**config.mk**
```make
export PLATFORM = sky130hd
export DESIGN_NAME = sort_out_serializer
export DESIGN_NICKNAME = d
export VERILOG_FILES = /design/src/rtl/sort_out_serializer.sv
export SDC_FILE = /design/constraint.sdc
export NUM_CORES = 1
export LEC_CHECK = 0
export ABC_AREA = 1
export CAP_MARGIN = 20
export CELL_PAD_IN_SITES_DETAIL_PLACEMENT = 2
export CELL_PAD_IN_SITES_GLOBAL_PLACEMENT = 2
export CORE_MARGIN = 4
export CORE_UTILIZATION = 38
export CTS_BUF_LIST = sky130_fd_sc_hd__clkbuf_8 sky130_fd_sc_hd__clkbuf_16
export DETAILED_ROUTE_END_ITERATION = 16
export PLACE_DENSITY = 0.75
export SLEW_MARGIN = 30
export SYNTH_ARGS = -nofsm -noshare
export SYNTH_HDL_FRONTEND = slang
export SYNTH_SLANG_ARGS = --single-unit
```
**constraint.sdc**
```tcl
create_clock -name clk -period 3.1 [get_ports clk]
set_clock_uncertainty 0.1 [all_clocks]
set_input_delay 0.465 -clock clk [delete_from_list [all_inputs] [get_ports clk]]
set_output_delay 0.465 -clock clk [all_outputs]
set_load 0.02 [all_outputs]
```
**src/rtl/sort_out_serializer.sv**
```systemverilog
// Output stage of the four-element sort pipeline: buffers sorted groups in a
// small FIFO and streams their elements out one per val/rdy transfer.
module sort_out_serializer #(
    parameter int unsigned p_nbits = 8,
    parameter int unsigned p_depth = 4
) (
    input  logic                       clk,
    input  logic                       reset,
    input  logic                       in_val,
    input  logic [p_nbits-1:0]         in0,
    input  logic [p_nbits-1:0]         in1,
    input  logic [p_nbits-1:0]         in2,
    input  logic [p_nbits-1:0]         in3,
    output logic                       out_val,
    input  logic                       out_rdy,
    output logic [p_nbits-1:0]         out_msg,
    output logic [1:0]                 out_idx,
    output logic                       out_last,
    output logic [$clog2(p_depth):0]   count,
    output logic                       overflow
);

    localparam int unsigned AW = $clog2(p_depth);
    localparam int unsigned CW = AW + 1;

    logic [p_nbits-1:0] r_mem [p_depth][4];
    logic [AW-1:0]      r_wptr;
    logic [AW-1:0]      r_rptr;
    logic [CW-1:0]      r_count;
    logic [1:0]         r_idx;
    logic               r_overflow;

    logic w_val;
    logic w_xfer;
    logic w_pop;
    logic w_full;
    logic w_push;
    logic w_drop;

    always_comb begin
        w_val  = (r_count != '0);
        w_xfer = w_val && out_rdy;
        w_pop  = w_xfer && (r_idx == 2'd3);
        w_full = (r_count == CW'(p_depth));
        // A final-element pop frees the head slot in time for a same-cycle write.
        w_push = in_val && (!w_full || w_pop);
        w_drop = in_val && w_full && !w_pop;
    end

    always_ff @(posedge clk) begin
        if (w_push && reset) begin
            r_mem[r_wptr][0] <= in0;
            r_mem[r_wptr][1] <= in1;
            r_mem[r_wptr][2] <= in2;
            r_mem[r_wptr][3] <= in3;
        end
    end

    always_ff @(posedge clk) begin
        if (!reset) begin
            r_wptr     <= '0;
            r_rptr     <= '0;
            r_count    <= '0;
            r_idx      <= 2'd0;
            r_overflow <= 1'b0;
        end else begin
            if (w_push) begin
                r_wptr <= r_wptr + AW'(1);
            end
            if (w_pop) begin
                r_rptr <= r_rptr + AW'(1);
            end
            if (w_xfer) begin
                r_idx <= r_idx + 2'd1;
            end
            case ({w_push, w_pop})
                2'b10:   r_count <= r_count + CW'(1);
                2'b01:   r_count <= r_count - CW'(1);
                default: r_count <= r_count;
            endcase
            if (w_drop) begin
                r_overflow <= 1'b1;
            end
        end
    end

    always_comb begin
        out_val  = w_val;
        out_msg  = w_val ? r_mem[r_rptr][r_idx] : '0;
        out_idx  = r_idx;
        out_last = (r_idx == 2'd3);
        count    = r_count;
        overflow = r_overflow;
    end

`ifndef SYNTHESIS
    always @(posedge clk) begin
        if (reset) begin
            assert (!$isunknown(in_val));
            assert (!$isunknown(out_val));
            assert (!$isunknown(out_rdy));
        end
    end
`endif

endmodule

```
==> out/summary.txt, run 1 <==
Status -> finished clean
Clk buf depth -> 2
Total grt overflow -> 0
Crit Path Class -> register to output pin
Type of origin of the critical path -> register
Largest net degree at the start of global routing -> 33
Max Transition Viols Final -> 0
Total Nets Final -> 680
Crit path arrival time -> 2.45 ns
Dpl hpwl -> 10800 µm
Final WL -> 17300 µm
Slew HR -> 0.709
Wire per inst -> 20.0 µm
Total chip power -> 4340 µW
RSZ-0062 raised after global routing -> false
Required time of the critical path -> 2.53 ns
Fin Setup TNS -> 0 ns
Power density over the cells -> 586 nW/µm²
Iter 0 DRT Violations -> 241
DRT antenna net count -> 0
FP Rows -> 46
Netlist cell types -> 26
Port bufs -> 51
Worst setup EP type -> output pin
Drt first pass iters -> 4
F_max -> 0.332 GHz
Pleak -> 0.00307 µW
Number of buffers created by CTS -> 17
Die ar. -> 18200 µm²
GRT Overall Usage -> 0.200
Antenna diode count -> 0
Syn_nets -> 620
CTS tree -> done
Grt peak-use layer -> met2
Worst VDD drop -> 0.369 mV
H-tree levels -> 4
Root buf cell -> clkbuf_16
Util after Layout -> 0.468
Min Hold Slack -> 0.375 ns
GPL Wtd Cong -> 0.737
Initial Util -> 0.386
M1 GR Usage -> 0.239
First-pass GRT wire length -> 27100 µm
Area after DPL -> 6840 µm²
Post-CTS setup buffers -> 0
CORE AREA -> 15800 µm²
Post-Syn Instances -> 577
Mapped Area -> 6110 µm²
Synthesis-stage register bit count -> 140
Via count -> 4293
Area Growth Syn to Fin -> 21.3%
Worst-Margin Slew -> 0.433 ns
Vias in the first global route -> 4908
Final setup fails -> 0
Max-Cap Viols -> 0
CTS Sinks -> 140
Yosys warns -> 0
Met3 Track Usage GR -> 0.0455
Share of cells above drive strength 1 -> 0.0754
GR met2 Demand/Resource -> 0.361
Vias per cell -> 4.96
Ports -> 52
Post-synthesis sequential area ratio -> 0.668
Post-route DRC -> 0
Worst-Skew Late Latency -> 0.42 ns
Hold Vio Cnt, Final -> 0
Chip height -> 135 µm
Minimum clock period -> 3.01 ns
Post-synthesis average cell area -> 10.6 µm²
Initial antenna violation count -> 0
Hold Crit Class -> register to register
Die X -> 135 µm
Fin area -> 7410 µm²
Max FO, Critical Path -> 32
Final Cycle Share -> 0.972
Worst-path clk slew -> 0.06 ns
## synthesized netlist by cell type (all sizes together)
master    n  area share
nand2   198        0.12
edfxtp  128        0.63
inv      84       0.052
nand3    84       0.070
buf      19       0.026
a21oi    18       0.015
dfxtp    12       0.039
o21ai     9      0.0092
nor2      8      0.0061
clkbuf    6       0.012
ha        6       0.012
a21boi    1      0.0012
clkinv    1     0.00061
fa        1      0.0033
nor3      1     0.00082
o211ai    1      0.0012
## layer usage
layer | share of wire | vias to the layer above
li1 | - | 2009
met1 | 0.41 | 2190
met2 | 0.53 | 73
met3 | 0.034 | 21
met4 | 0.017 | 0
met5 | 0 | -
## sequential cells by signal, summed over array words and instances, names as in the netlist, named ones only
| name | count |
|---|---|
| r_mem | 128 |
| overflow | 1 |
| r_rptr | 2 |
| out_idx | 2 |
| count | 3 |
| r_wptr | 2 |
## cell usage in the layout, fill, tap and decap left out, types with 2 or more instances in the layout
| cell type | n |
|---|---|
| a21oi_1 | 18 |
| buf_12 | 5 |
| buf_4 | 7 |
| buf_6 | 2 |
| clkbuf_16 | 17 |
| clkdlybuf4s50_1 | 46 |
| clkinv_1 | 7 |
| clkinv_2 | 2 |
| clkinvlp_4 | 2 |
| dfxtp_1 | 11 |
| dlymetal6s2s_1 | 5 |
| edfxtp_1 | 128 |
| ha_1 | 6 |
| inv_1 | 85 |
| inv_2 | 3 |
| nand2_1 | 197 |
| nand3_1 | 83 |
| nor2_1 | 3 |
| nor2_2 | 3 |
| nor2_4 | 2 |
| o21ai_0 | 8 |
## what timing repair did
action / CTS / global route
gates resized for setup: 1 / 6
pin swaps: 0 / 0
gates cloned: 1 / 0
setup endpoints to repair: 1 / 7
hold buffers: 0 / 0
## logic make-up after synthesis
logic type	share of synthesized area
buffers and inverters	0.0901
adders and majority gates	0.0156
DFF	0.668
AOI/OAI and AO/OA	0.0264
and+or+nand+nor	0.199
## worst max-delay path: stages (launching register included)
cell and delay (ns):
dfxtp_2 0.36, inv_2 0.07, bufbuf_16 0.32, nand2_1 0.08, nand3_1 0.08, nand3_1 0.14, nand3_1 0.09, a21oi_1 0.24
clkdlybuf4s50_1 0.65
## per-stage QoR
stage | setup WS, ns | std cells
CTS | 0.00478 | 866
floorplan | -0.0761 | 577
global route | 0.0177 | 866
finish | 0.0883 | 866
global placement | 0.469 | 833
detailed placement | 0.385 | 833
## power by group
part           switching (µW)  internal (µW)  total (µW)
registers                23.8           2120        2140
logic                     238            151         390
clock network             742           1070        1810
total                    1000           3340        4340
## layout make-up
cell class,instances,area (µm²)
clock inverters,15,92.6
fillers,1632,8410
multi-input cells,327,1490
flip-flops and latches,140,4090
inverters,85,319
repair buffers,66,731
clock buffers,17,425
well taps,216,270
## final timing paths
kind                            cells after the start  slack (ns)       start          to
worst max-delay path                                8        0.09    register  out_msg[2]
worst min-delay path                                2        0.38    overflow    overflow
worst max register to register                     10        0.62  out_idx[0]    count[2]
worst min register to register                      2        0.38    overflow    overflow
No activity file was read; power rests on OpenSTA's default activity.
==> run 2, diff against run 1 <==
--- a/config.mk
+++ b/config.mk
@@ -13,6 +13,7 @@
 export CORE_UTILIZATION = 38
 export CTS_BUF_LIST = sky130_fd_sc_hd__clkbuf_8 sky130_fd_sc_hd__clkbuf_16
 export DETAILED_ROUTE_END_ITERATION = 16
+export GPL_ROUTABILITY_DRIVEN = 0
 export PLACE_DENSITY = 0.75
 export SLEW_MARGIN = 30
 export SYNTH_ARGS = -nofsm -noshare
==> results of run 2 <==
Final layout, timing and power as in run 1 (identical DEF).
